===== config.mk =====
export PLATFORM = sky130hd
export DESIGN_NAME = rs232_to_axis
export DESIGN_NICKNAME = d
export VERILOG_FILES = /design/src/rtl/rs232_pkg.sv /design/src/rtl/axis_fifo.sv /design/src/rtl/rs232_to_axis.sv
export SDC_FILE = /design/constraint.sdc
export NUM_CORES = 1
export LEC_CHECK = 0
export BUFFER_PORTS_ARGS = -buffer_cell sky130_fd_sc_hd__buf_2
export CAP_MARGIN = 20
export CORE_UTILIZATION = 65
export DETAILED_ROUTE_END_ITERATION = 7
export GPL_TIMING_DRIVEN = 0
export HOLD_SLACK_MARGIN = 0.15
export PLACE_DENSITY_LB_ADDON = 0.2
export REMOVE_ABC_BUFFERS = 1
export SETUP_SLACK_MARGIN = 0.3
export SYNTH_ARGS = -nofsm -noshare
export SYNTH_HDL_FRONTEND = slang
export SYNTH_SLANG_ARGS = --single-unit

===== constraint.sdc =====
create_clock -name clock -period 5.5 [get_ports clock]
set_input_delay 0.55 -clock clock [delete_from_list [all_inputs] [get_ports clock]]
set_output_delay 0.55 -clock clock [all_outputs]
set_load 0.01 [all_outputs]

===== src/rtl/rs232_pkg.sv =====
// rtl/rs232_pkg.sv - shared constants, state encoding and baud helper for the RS232 receiver
package rs232_pkg;

  localparam int DATA_BITS = 8;
  localparam int STOP_BITS = 1;

  typedef enum logic [2:0] {
    IDLE,
    START,
    DATA,
    STOP,
    BREAK
  } rx_state_t;

  // Clock cycles per serial bit, rounded to the nearest integer.
  function automatic int baud_count(input real clock_freq, input real baud_rate);
    return int'(clock_freq / baud_rate);
  endfunction

endpackage


===== src/rtl/axis_fifo.sv =====
// rtl/axis_fifo.sv - first-word-fall-through stream FIFO
// Ports:
//   clock, reset          rising-edge clock, synchronous active-high reset
//   idata/ivalid/iready   write side; a write happens when ivalid && iready
//   odata/ovalid/oready   read side; odata shows the head entry while ovalid=1
//   count                 current occupancy (0..DEPTH)
module axis_fifo #(
  parameter int WIDTH = 8,
  parameter int DEPTH = 4
) (
  input  logic                     clock,
  input  logic                     reset,
  input  logic [WIDTH-1:0]         idata,
  input  logic                     ivalid,
  output logic                     iready,
  output logic [WIDTH-1:0]         odata,
  output logic                     ovalid,
  input  logic                     oready,
  output logic [$clog2(DEPTH):0]   count
);

  localparam int AW = $clog2(DEPTH);

  logic [WIDTH-1:0] mem [DEPTH];
  logic [AW-1:0]    wr_ptr;
  logic [AW-1:0]    rd_ptr;
  logic             push;
  logic             pop;

  assign iready = (count != (AW+1)'(DEPTH));
  assign ovalid = (count != '0);
  // Gate the head so odata reads 0 whenever nothing is valid (including reset).
  assign odata  = ovalid ? mem[rd_ptr] : '0;
  assign push   = ivalid && iready;
  assign pop    = ovalid && oready;

  always_ff @(posedge clock) begin
    if (push) begin
      mem[wr_ptr] <= idata;
    end
  end

  always_ff @(posedge clock) begin
    if (reset) begin
      wr_ptr <= '0;
      rd_ptr <= '0;
      count  <= '0;
    end else begin
      if (push) wr_ptr <= wr_ptr + 1'b1;
      if (pop)  rd_ptr <= rd_ptr + 1'b1;
      case ({push, pop})
        2'b10:   count <= count + 1'b1;
        2'b01:   count <= count - 1'b1;
        default: count <= count;
      endcase
    end
  end

endmodule


===== src/rtl/rs232_to_axis.sv =====
// rtl/rs232_to_axis.sv - 8N1 RS232 receiver feeding a small stream FIFO with RTS flow control
// Ports:
//   clock, reset          rising-edge clock, synchronous active-high reset
//   rxd_pin               asynchronous serial input, idle high
//   rtsn_pin              active-low ready-to-send towards the sender's CTSn
//   odata/ovalid/oready   received byte stream
//   framing_error         one-cycle pulse when the stop bit is sampled low
//   overrun               one-cycle pulse when a byte completes with the FIFO full
module rs232_to_axis
  import rs232_pkg::*;
#(
  parameter real CLOCK_FREQ = 133000000.0,
  parameter real BAUD_RATE  = 115200.0,
  parameter int  FIFO_DEPTH = 4,
  parameter int  RTS_SLACK  = 2
) (
  input  logic       clock,
  input  logic       reset,
  input  logic       rxd_pin,
  output logic       rtsn_pin,
  output logic [7:0] odata,
  output logic       ovalid,
  input  logic       oready,
  output logic       framing_error,
  output logic       overrun
);

  localparam int BAUD_COUNT = baud_count(CLOCK_FREQ, BAUD_RATE);
  localparam int HALF_COUNT = BAUD_COUNT / 2;
  localparam int CNT_W      = (BAUD_COUNT > 2) ? $clog2(BAUD_COUNT) : 1;
  localparam int OCC_W      = $clog2(FIFO_DEPTH) + 1;
  localparam int IDX_W      = $clog2(DATA_BITS);

  localparam logic [CNT_W-1:0] BAUD_RELOAD = CNT_W'(BAUD_COUNT - 1);
  localparam logic [CNT_W-1:0] HALF_RELOAD = CNT_W'(HALF_COUNT - 1);
  localparam logic [OCC_W-1:0] RTS_LEVEL   = OCC_W'(FIFO_DEPTH - RTS_SLACK);
  localparam logic [IDX_W-1:0] LAST_BIT    = IDX_W'(DATA_BITS - 1);

  logic                 rxd_pin2;
  logic                 rxd;
  logic                 rxd_prev;
  rx_state_t            state;
  logic [CNT_W-1:0]     cnt;
  logic [IDX_W-1:0]     bit_idx;
  logic [DATA_BITS-1:0] shift;
  logic                 expire;
  logic                 fifo_wr;
  logic                 fifo_iready;
  logic [OCC_W-1:0]     fifo_count;

  assign expire  = (cnt == '0);
  // The byte is committed on the very edge that samples a good stop bit.
  assign fifo_wr = (state == STOP) && expire && rxd && fifo_iready;

  // Two-flop synchronizer, plus one more stage for falling-edge detection.
  always_ff @(posedge clock) begin
    if (reset) begin
      rxd_pin2 <= 1'b1;
      rxd      <= 1'b1;
      rxd_prev <= 1'b1;
    end else begin
      rxd_pin2 <= rxd_pin;
      rxd      <= rxd_pin2;
      rxd_prev <= rxd;
    end
  end

  // Deassert RTS early enough that a byte already in flight still fits.
  always_ff @(posedge clock) begin
    if (reset) begin
      rtsn_pin <= 1'b1;
    end else begin
      rtsn_pin <= (fifo_count >= RTS_LEVEL);
    end
  end

  always_ff @(posedge clock) begin
    if (reset) begin
      state         <= IDLE;
      cnt           <= '0;
      bit_idx       <= '0;
      shift         <= '0;
      framing_error <= 1'b0;
      overrun       <= 1'b0;
    end else begin
      framing_error <= 1'b0;
      overrun       <= 1'b0;
      if (!expire) cnt <= cnt - 1'b1;
      case (state)
        IDLE: begin
          if (!rxd && rxd_prev) begin
            cnt   <= HALF_RELOAD;
            state <= START;
          end
        end
        START: begin
          if (expire) begin
            if (!rxd) begin
              cnt     <= BAUD_RELOAD;
              bit_idx <= '0;
              state   <= DATA;
            end else begin
              state <= IDLE;
            end
          end
        end
        DATA: begin
          if (expire) begin
            shift   <= {rxd, shift[DATA_BITS-1:1]};
            cnt     <= BAUD_RELOAD;
            bit_idx <= bit_idx + 1'b1;
            if (bit_idx == LAST_BIT) state <= STOP;
          end
        end
        STOP: begin
          if (expire) begin
            if (rxd) begin
              if (!fifo_iready) overrun <= 1'b1;
              state <= IDLE;
            end else begin
              framing_error <= 1'b1;
              state         <= BREAK;
            end
          end
        end
        BREAK: begin
          if (rxd) state <= IDLE;
        end
        default: state <= IDLE;
      endcase
    end
  end

  axis_fifo #(
    .WIDTH (DATA_BITS),
    .DEPTH (FIFO_DEPTH)
  ) u_fifo (
    .clock  (clock),
    .reset  (reset),
    .idata  (shift),
    .ivalid (fifo_wr),
    .iready (fifo_iready),
    .odata  (odata),
    .ovalid (ovalid),
    .oready (oready),
    .count  (fifo_count)
  );

endmodule


---- After elaboration in Yosys (flattened, before gate mapping) ----
Memory sizes are Yosys's and may differ from the RTL's. A register that Yosys moved wholly into a read port is not among the register bits.
Index checks and enable logic that the tools add are counted.
word-level totals
  register bits ........................... 38
  memory bits (writable) .................. 32
  logic and storage cells ................. 83
  memories kept ........................... 1
  bits of input ports ..................... 4
  output and inout port bits .............. 12
memory list
  memory      words  bits a word  rd ports  clocked after Yosys merged registers in  write ports  line             text
  u_fifo.mem  4      8            1         1                                        1            axis_fifo.sv:24  logic [WIDTH-1:0] mem [DEPTH];
operators by class
  add/subtract/negate cells ............... 6
  reduce and logical (&&, ||, !) cells .... 17
  eq/ne operators ......................... 15
  $lt $le $gt $ge ......................... 1
  bitwise gates (word level) .............. 3
  mux-type cells .......................... 27
operators with widths
  operator                 count
  $mux W11                 5
  $pmux W11 S3             1
  $mux W3                  10
  $pmux W3 S5              1
  $ne A2 B2 Y1 const B     7
  $pmux W3 S2              2
  $logic_not A11 Y1        1
  $sub A11 B1 Y11 const B  1
  $mux W8                  1
  $add A3 B1 Y3 const B    2
  $eq A3 B2 Y1 const B     2
  $eq A3 B3 Y1 const B     2
  $logic_and A1 B1 Y1      6
  $mux W2                  3
  $reduce_and A6 Y1        1
  $add A2 B1 Y2 const B    2
  $mux W1                  4
  $reduce_and A4 Y1        1
  $reduce_bool A2 Y1       2
  $reduce_or A4 Y1         1
  $eq A3 B1 Y1 const B     1
  $ge A3 B2 Y1 const B     1
  $logic_not A3 Y1         1
  $ne A3 B3 Y1 const B     1
  8 further kinds          10

---- Depth between registers and ports, before layout ----
Gate-level depths: netlist of run 1.
  depth in word-level cells ............... 7
  depth in mapped cells ................... 14
  mapped depth without buffers ............ 13

---- Modules after synthesis ----
A second synthesis of run 1 with hierarchy kept.
unflattened totals
  cells, all modules ...................... 276
  area, all modules ....................... 3203.1 um^2
modules (own cells, without submodules)
  module         seq. area each (um^2)  area each (um^2)  times used  cells each
  axis_fifo      1141.1                 1779.2            1           106
  rs232_to_axis  620.6                  1423.9            1           170

---- Worst setup path after synthesis of run 1 ----
Ideal clock, no wire load.
  path type ............................... register to register
  from .................................... register cnt[0]
  to ...................................... register u_fifo.count[2]
  arrival ................................. 2.579 ns
  path slack .............................. 2.850 ns
  required time ........................... 5.430 ns
  cell stages (with the launch flop) ...... 15
  clock period less this slack ............ 2.650 ns
  library setup time ...................... 0.070 ns
  path buffers ............................ 1
  cells stage by stage .................... dfxtp_1 -> inv_1 -> ha_1 -> or4b_1 -> nor3_4 -> inv_2 -> clkbuf_1 -> nor2_1 -> inv_1 -> ha_1 -> inv_1 -> fa_1 -> xor2_1 -> or3_1 -> a21oi_1
on the way
  word-level cells in the longest chain between the ends .. 7
  elaborated cells on any way between the ends .. 9
  those cells by class .................... eq/ne: 2; mux: 1; reduce/logical: 6
RTL lines
  item                                                      line                 text
  start: declaration                                        rs232_to_axis.sv:43  logic [CNT_W-1:0] cnt;
  start signal: assignment                                  rs232_to_axis.sv:88  if (!expire) cnt <= cnt - 1'b1;
  $logic_not A11 Y1 (*)                                     rs232_to_axis.sv:51  assign expire = (cnt == '0);
  $logic_and A1 B1 Y1 (*) (3 in a row)                      rs232_to_axis.sv:53  assign fifo_wr = (state == STOP) && expire && rxd && fifo_iready;
  $logic_and A1 B1 Y1 (*)                                   axis_fifo.sv:34      assign push = ivalid && iready;
  $eq A2 B1 Y1 / $eq A2 B2 Y1 (equally long branches)       axis_fifo.sv:51      case ({push, pop})
  $pmux W3 S2 / $reduce_bool A2 Y1 (equally long branches)  -
  end signal: assignment                                    axis_fifo.sv:52      2'b10: count <= count + 1'b1;
  end signal: assignment                                    axis_fifo.sv:53      2'b01: count <= count - 1'b1;
  end signal: assignment                                    axis_fifo.sv:54      default: count <= count;
  end: declaration                                          axis_fifo.sv:19      output logic [$clog2(DEPTH):0] count
Every way passes the cells marked *; elsewhere a longest branch is shown, timed or not.
A chain may end at the register's enable or synchronous reset.

---- Worst setup path after layout of run 1 ----
Same ends and word-level chain as after synthesis.

==> impl_results.md, run 1 <==
* Run status: completed
* Die Area at approximately 0.0051 mm^2
* Post-CTS Setup Bufs at 0
* DRC errors left at 0
* Crit-path most repeated cell: inv_1
* CP bufs+invs at 4
* Core area at 0.00450 mm^2
* RePlAce Congestion at around 0.85
* Int Pwr at 0.938 mW
* Post-synth EDFFs at 32
* Antenna violations before repair at 0
* Async set-reset flop share out of synthesis at 0%
* Setup CP Type: flop to flop
* Post-synth top flop: dfxtp_1
* Grt met2 use at 38.3%
* H-tree Lvls at 3
* Required time worst endpoint at 5.76 ns
* Clock Power Share at a little under 30%
* Port Buf Inserts at 15
* Clock Latency Late Sink at 0.33 ns
* Sequential share of power at 46.4%
* Routed vias at 2041
* Post-cts sizing count at 0
* Pwr/cell area at between 400 and 500 mW/mm^2
* Largest net degree at the start of global routing at 31
* Routed len/inst at 15.9 um
* Met1 GRT Util at 30.4%
* Critical path's largest stage delay at 0.56 ns
* CP max FO at 15
* Post-CTS Hold Buffers at 0
* Post-Synthesis Cells at 269
* Number of global-route vias before repair at 1948
* Via-to-Cell Ratio at roughly 6
* 1st-iter DRT viols at 145
* Leakage at 1.24 nW
* Number of buffers created by CTS at 9
* Die height at 71.5 um
* Pins Over Slew Limit at 0
* Setup violators final at 0
* Mapped Avg Cell Area at 11.7 um^2
* Share of layout cells above drive strength 1 at 16.0%
* Post-place instance area at 0.00323 mm^2
* FMAX at about 320 MHz
* CP cell instances: inv_1, ha_1, or4b_1, nor3_4, inv_2, nor2_1, inv_1, ha_1, inv_1, fa_1, xor2_1, or3_1, a21oi_1
* Logic gate share of total power at 24.4%
* Actual slew at the worst max-slew pin at ~0.95 ns
* Yosys cell types at 48
* Routing usage on met3 at 6.05%
* Layout Skew at 0.00610 ns
* Cell family with most CP delay: simple AND/OR/NAND/NOR gates
* Ys Warns at 0
* Setup ws final at around 2.3 ns
* Clock Pin Slew Worst Setup and Hold Paths at 0.07 ns
* Max-slew headroom at between 30 and 40%
* RSZ-0062 raised after global routing: false
* Antenna fix cells at 0
* DP Wirelength at 3710 um
* Min-Delay Path Class: primary input to flop
* GRT overflow at 0
* Clk root buf: clkbuf_8
* WL final at ~5400 um
* Maximum vdd drop at ~0.33 mV
* Die width at 71.5 um
* Tcrit/Tclk final at 57.5%
* Critical Path End Type: flop
* Starting density of the core at 69.7%
* Sw Ratio at 31.4%
* Pwr Total at approximately 1.4 mW
* Final TNS setup at 0 ns
* Final Cell Area at 0.00342 mm^2
* Min cycle time layout at around 3.2 ns
* Seq/Total Area, Yosys at 56.1%
* All-Layer GR Usage at 23.6%
* NumNets Final at 297
* Flops & latches, synth at between 70 and 80
* Crit path DAT at 3.42 ns
* Area Growth Syn to Fin at 8.81%
* Sw Pwr at 0.429 mW
* Post-Syn Area at 0.00314 mm^2
* GR peak layer: met2
* Sink Count at 72
* First drt pass iteration count at 4
* Max stage delay cell, worst path: or4b_1
* CTS tree: built
* Pre-CTS setup slack at 2.36 ns
* CTS max path bufs at 2
* Final hold vios at 0
* First-pass GRT wire length at 9070 um
* Max cap viols at 0
* IO Pins at 16
* Final ANT Viol Nets at 0
* Row cnt at 24
* Type of origin of the critical path: flop
[cell usage after synthesis, types with 3 or more instances]
master | instances | area, um^2
nand3b_1 | 3 | 22.5
xor2_1 | 4 | 35.0
clkbuf_1 | 11 | 41.3
edfxtp_1 | 32 | 961
mux4_2 | 8 | 180
and2_1 | 9 | 56.3
ha_1 | 10 | 125
inv_1 | 8 | 30.0
nor2b_1 | 3 | 18.8
or4_1 | 3 | 22.5
or2_2 | 4 | 25.0
nor3_1 | 6 | 30.0
o21ai_0 | 11 | 55.1
nand2_1 | 9 | 33.8
nor2_1 | 28 | 105
xnor2_1 | 4 | 35.0
or3_1 | 7 | 43.8
dfxtp_1 | 40 | 801
nand3_1 | 5 | 25.0
nor3b_1 | 3 | 22.5
a31oi_1 | 4 | 25.0
mux2i_1 | 11 | 110
and3_1 | 5 | 31.3
a21oi_1 | 12 | 60.1
[path summary, 6_finish.rpt]
path	slack, ns	endpoint	startpoint	depth (start not counted)
setup reg to reg	2.34	u_fifo.count[2]	cnt[0]	13
setup / recovery	2.34	u_fifo.count[2]	cnt[0]	13
hold reg to reg	0.42	rxd	rxd_pin2	1
hold / removal	0.39	rxd_pin2	rxd_pin	2
[final cells by class]
type	instances	area, um^2
timing repair buffer	16	82.6
inverter	9	33.8
tap	52	65.1
multi-input combinational	174	1280
sequential	72	1760
clock inverter	5	56.3
fill	319	1090
clock buffer	11	131
[flip-flops by register name (all words and copies together) (netlist names), named ones only]
name / count
shift: 8
framing_error: 1
rxd: 1
u_fifo.count: 3
rtsn_pin: 1
u_fifo.mem: 32
bit_idx: 3
u_fifo.wr_ptr: 2
state: 3
u_fifo.rd_ptr: 2
rxd_prev: 1
rxd_pin2: 1
overrun: 1
cnt: 11
[cells in the final DEF, fill, tap and decap left out, types with 2 or more instances in the layout]
cell      count
nand2_1       9
nand3b_1      3
and3_1        5
xor2_1        4
or2_2         4
nor3b_1       3
o21bai_1      2
or4_1         3
a31oi_1       4
nor4_1        2
nor2_1       28
buf_2        15
clkbuf_8      9
mux4_2        8
dfxtp_1      40
nand2b_1      2
and2_1        9
a21oi_1      12
inv_1         8
edfxtp_1     32
nor3_1        6
or3_1         7
o21ai_0      11
nor2b_1       3
o31ai_1       2
nand3_1       5
mux2i_1      11
ha_1         10
clkbuf_1      2
xnor2_1       4
[cell families after synthesis]
kind of cell / Yosys count / synth area share (%)
AOI/OAI and AO/OA: 40 / 7.85
and+or+nand+nor: 96 / 17.0
xor gates and xnor gates: 8 / 2.23
DFF: 72 / 56.1
muxes: 19 / 9.25
adders and majority gates: 11 / 4.62
buffers and inverters: 23 / 2.95
[layer usage]
layer  wire length, um  vias to the layer above
li1                  -                     1005
met1              2460                      991
met2              2710                       37
met3               151                        8
met4                61                        0
met5                 0                        -
[power groups by stage]
| stage | Combinational, mW | Sequential, mW | Clock, mW |
|---|---|---|---|
| 6_report | 0.334 | 0.634 | 0.399 |
| 5_1_grt | 0.374 | 0.640 | 0.430 |
| 4_1_cts | 0.334 | 0.632 | 0.405 |
| 3_5_place_dp | 0.333 | 0.644 | 0 |
| 3_3_place_gp | 0.321 | 0.642 | 0 |
| 2_1_floorplan | 0.268 | 0.634 | 0 |
[metrics by stage]
step	utilization, %	cells	hold slack (ns)
after global routing	75.8	339	0.374
after global placement	71.5	322	0.392
after detailed placement	71.7	323	0.396
after CTS	75.8	339	0.381
after floorplan	-	255	0.389
final	75.8	339	0.394
Power figures use the tool's default switching activity.
==> run 2: changes to the inputs <==
- ABC_AREA: unset -> 1
- CORE_UTILIZATION: 65 -> 54
- clock period: 5.5 -> 2.78 ns (I/O delays scaled with it)
==> impl_results.md, run 2 <==
* DP Wirelength at 4020 um
* Maximum vdd drop at approximately 0.63 mV
* Synth top area cells: edfxtp_1 29%, dfxtp_1 25%, nor2_1 8.0%, nand2_1 5.7%, o21ai_0 4.9%
* Share of layout cells above drive strength 1 at between 10% and 20%
* All-Layer GR Usage at 20.4%
* FF-to-FF End: u_fifo.count[2]
* Largest net degree at the start of global routing at 24
* Commonest non-fill, non-tap cell in the layout: nor2_1
* Clock Latency Late Sink at 0.34 ns
* Routed vias at 2476
* CP bufs+invs at 3
* Yosys cell types at 37
* CP max FO at 8
* Antenna violations before repair at 0
* Highest Signal Layer: met4
* Actual slew at the worst max-slew pin at 0.716 ns
* Ys Warns at 0
* Commonest non-fill, non-tap cells in the layout: 68 x nor2_1, 50 x nand2_1, 40 x dfxtp_1
* Cell family with most CP delay: simple AND/OR/NAND/NOR gates
* Clock Pin Slew Worst Setup and Hold Paths at 0.08 ns
* Final hold vios at 0
* 1st-iter DRT viols at 138
* Top Registers: u_fifo.mem x32, cnt x11, shift x8
* Top reg by flops: u_fifo.mem
* Max-slew headroom at a little over half
* Clk root buf: clkbuf_8
* Type of origin of the critical path: flop
* Worst Min Path Start: reset
* Tcrit/Tclk final at 81.6%
* Fin util at 65.2%
* Top cells by count, synth: 70 x nor2_1, 50 x nand2_1, 40 x dfxtp_1
* Core area at 0.00568 mm^2
* Most common cell in the netlist: nor2_1
* Post-synth EDFFs at 32
* GRT overflow at 0
* Antenna fix cells at 0
* CP cell instances: inv_2, ha_2, inv_1, nor2_1, nand3_2, nor2_4, nand4_4, ha_1, inv_1, fa_2, a21oi_1, o21ai_0, o21ai_0, a21oi_1
* Required time worst endpoint at 3.05 ns
* Placed insts at 446
* Leakage at 1.57 nW
* Post-synth top flop: dfxtp_1
* Die width at 79.8 um
* Routed len/inst at roughly 13 um
* H-tree Lvls at 3
* Run status: completed
* Number of global-route vias before repair at 2161
* First-pass GRT wire length at 9720 um
* CTS max path bufs at 2
* Seq/Total Area, Yosys at ~54%
* Setup violators final at 0
* WL final at 6030 um
* Max cap viols at 0
* Via-to-Cell Ratio at between 5 and 6
* Number of buffers created by CTS at 9
* WL met1 at 2680 um
* Max reg flops at 32
* Worst Hold Depth at 2
* Setup CP Type: flop to flop
* Critical path's largest stage delay at roughly 0.32 ns
* Reg2Reg Depth at 14
* Metal2 WL at between 3000 and 4000 um
* Post-Synthesis Cells at 368
* Post-synth top area cell: edfxtp_1
* DRC errors left at 0
* Min-Delay Path Class: primary input to flop
* Flops & latches, synth at 72
* Layout Skew at 0.0126 ns
* First drt pass iteration count at 4
* CTS tree: built
* Filler instances at between 400 and 500
* Pins Over Slew Limit at 0
* Async set-reset flop share out of synthesis at 0%
* Min cycle time layout at approximately 2.3 ns
* RSZ-0062 raised after global routing: false
* Sink Count at 72
* Final ANT Viol Nets at 0
* RR Startpoint: cnt[0]
* Row cnt at 27
* NumNets Final at a little over 400
* Final TNS setup at 0 ns
* Port Buf Inserts at 15
* IO Pins at 16
* Post-Syn Area at ~0.0033 mm^2
* Fin cells at 472
* Top-area cell type share of the netlist area at 29.4%
* FF-to-FF setup slack at just over 0.5 ns
* Crit path DAT at between 2 and 3 ns
* Starting density of the core at 57.5%
* RePlAce Congestion at between 0.8 and 0.9
* Mapped Avg Cell Area at roughly 8.9 um^2
* FMAX at 441 MHz
* Pwr/cell area at approximately 1100 mW/mm^2
* Hold endpoint: cnt[6]
* Area Growth Syn to Fin at 13.3%
* Die Area at around 0.0064 mm^2
* WL met3 at roughly 240 um
* Critical Path End Type: flop
* Max stage delay cell, worst path: dfxtp_1
* Die height at between 70 and 80 um
[run 2: cell count changes in the layout (fill, tap and decap cells not counted), moves of 9 or more]
cell / before / now
nand2_1: 9 / 50
nand3_1: 5 / 19
a21oi_1: 12 / 26
nor2_1: 28 / 68
o21ai_0: 11 / 32
inv_1: 8 / 32
mux2i_1: 11 / 0
and2_1: 9 / 0
[run 2: metrics by stage]
stage / area, um^2 / hold WS [ns] / total power, mW / setup slack, ns
final: 3700 / 0.296 / 3.99 / 0.510
after global routing: 3700 / 0.297 / 4.29 / 0.307
after floorplan: 3210 / 0.347 / 2.61 / 0.670
after detailed placement: 3380 / 0.401 / 2.96 / 0.252
after CTS: 3630 / 0.276 / 3.89 / 0.289
after global placement: 3380 / 0.391 / 2.92 / 0.319
[run 2: kinds of logic (layout without fill, tap and decap cells)]
| logic type | Yosys count | in the layout | share of synthesized area (%) |
|---|---|---|---|
| AND/OR/NAND/NOR | 165 | 165 | 22.9 |
| flip-flops | 72 | 72 | 53.9 |
| AO/OA/AOI/OAI | 67 | 67 | 11.3 |
| buffers and inverters | 48 | 80 | 6.13 |
| adder cells (fa/ha/maj) | 11 | 11 | 4.44 |
| XOR/XNOR | 5 | 5 | 1.34 |
[run 2: layout make-up]
cell class	count	area [um^2]	area share, %
clock buffers	12	178	4.80
clock inverters	4	55.1	1.49
inverters	39	149	4.02
multi-input cells	248	1310	35.5
flip-flops and latches	72	1760	47.6
well taps	72	90.1	2.43
repair buffers	25	153	4.13
[run 2: where the power goes]
| part | leakage [nW] | internal, mW | switching (mW) |
|---|---|---|---|
| Clock | 0.114 | 0.531 | 0.399 |
| Combinational | 0.830 | 0.636 | 1.00 |
| Sequential | 0.623 | 1.25 | 0.167 |
[run 2: worst reg2reg max path: stages (launching register included)]
cell and delay [ns]:
dfxtp_1 0.32, inv_2 0.09, ha_2 0.19, inv_1 0.04, nor2_1 0.10, nand3_2 0.11
nor2_4 0.25, nand4_4 0.18, ha_1 0.22, inv_1 0.10, fa_2 0.21, a21oi_1 0.06
o21ai_0 0.10, o21ai_0 0.11, a21oi_1 0.15
[run 2: per-layer routing]
| metal | vias up | track usage [%] |
|---|---|---|
| li1 | 1277 | - |
| met1 | 1136 | 24.4 |
| met2 | 52 | 34.8 |
| met3 | 11 | 3.89 |
| met4 | 0 | 10.7 |
| met5 | - | 0 |
[run 2: worst max path at each step]
stage,endpoint,slack [ns],cells past startpoint,from
finish,u_fifo.count[2],0.51,14,cnt[0]
global route,u_fifo.count[2],0.31,14,cnt[0]
CTS,u_fifo.mem[3][7],0.29,8,cnt[0]
detailed placement,u_fifo.mem[1][3],0.25,8,cnt[0]
global placement,u_fifo.mem[0][3],0.32,8,cnt[0]
floorplan,u_fifo.count[1],0.67,11,cnt[0]
[run 2: timing repair]
item | CTS | global route
setup buffers | 0 | 9
hold endpoints to repair | 1 | 0
endpoints found under the setup margin | 16 | 18
pin swaps | 0 | 2
hold buffers | 1 | 0
gates resized for setup | 2 | 4
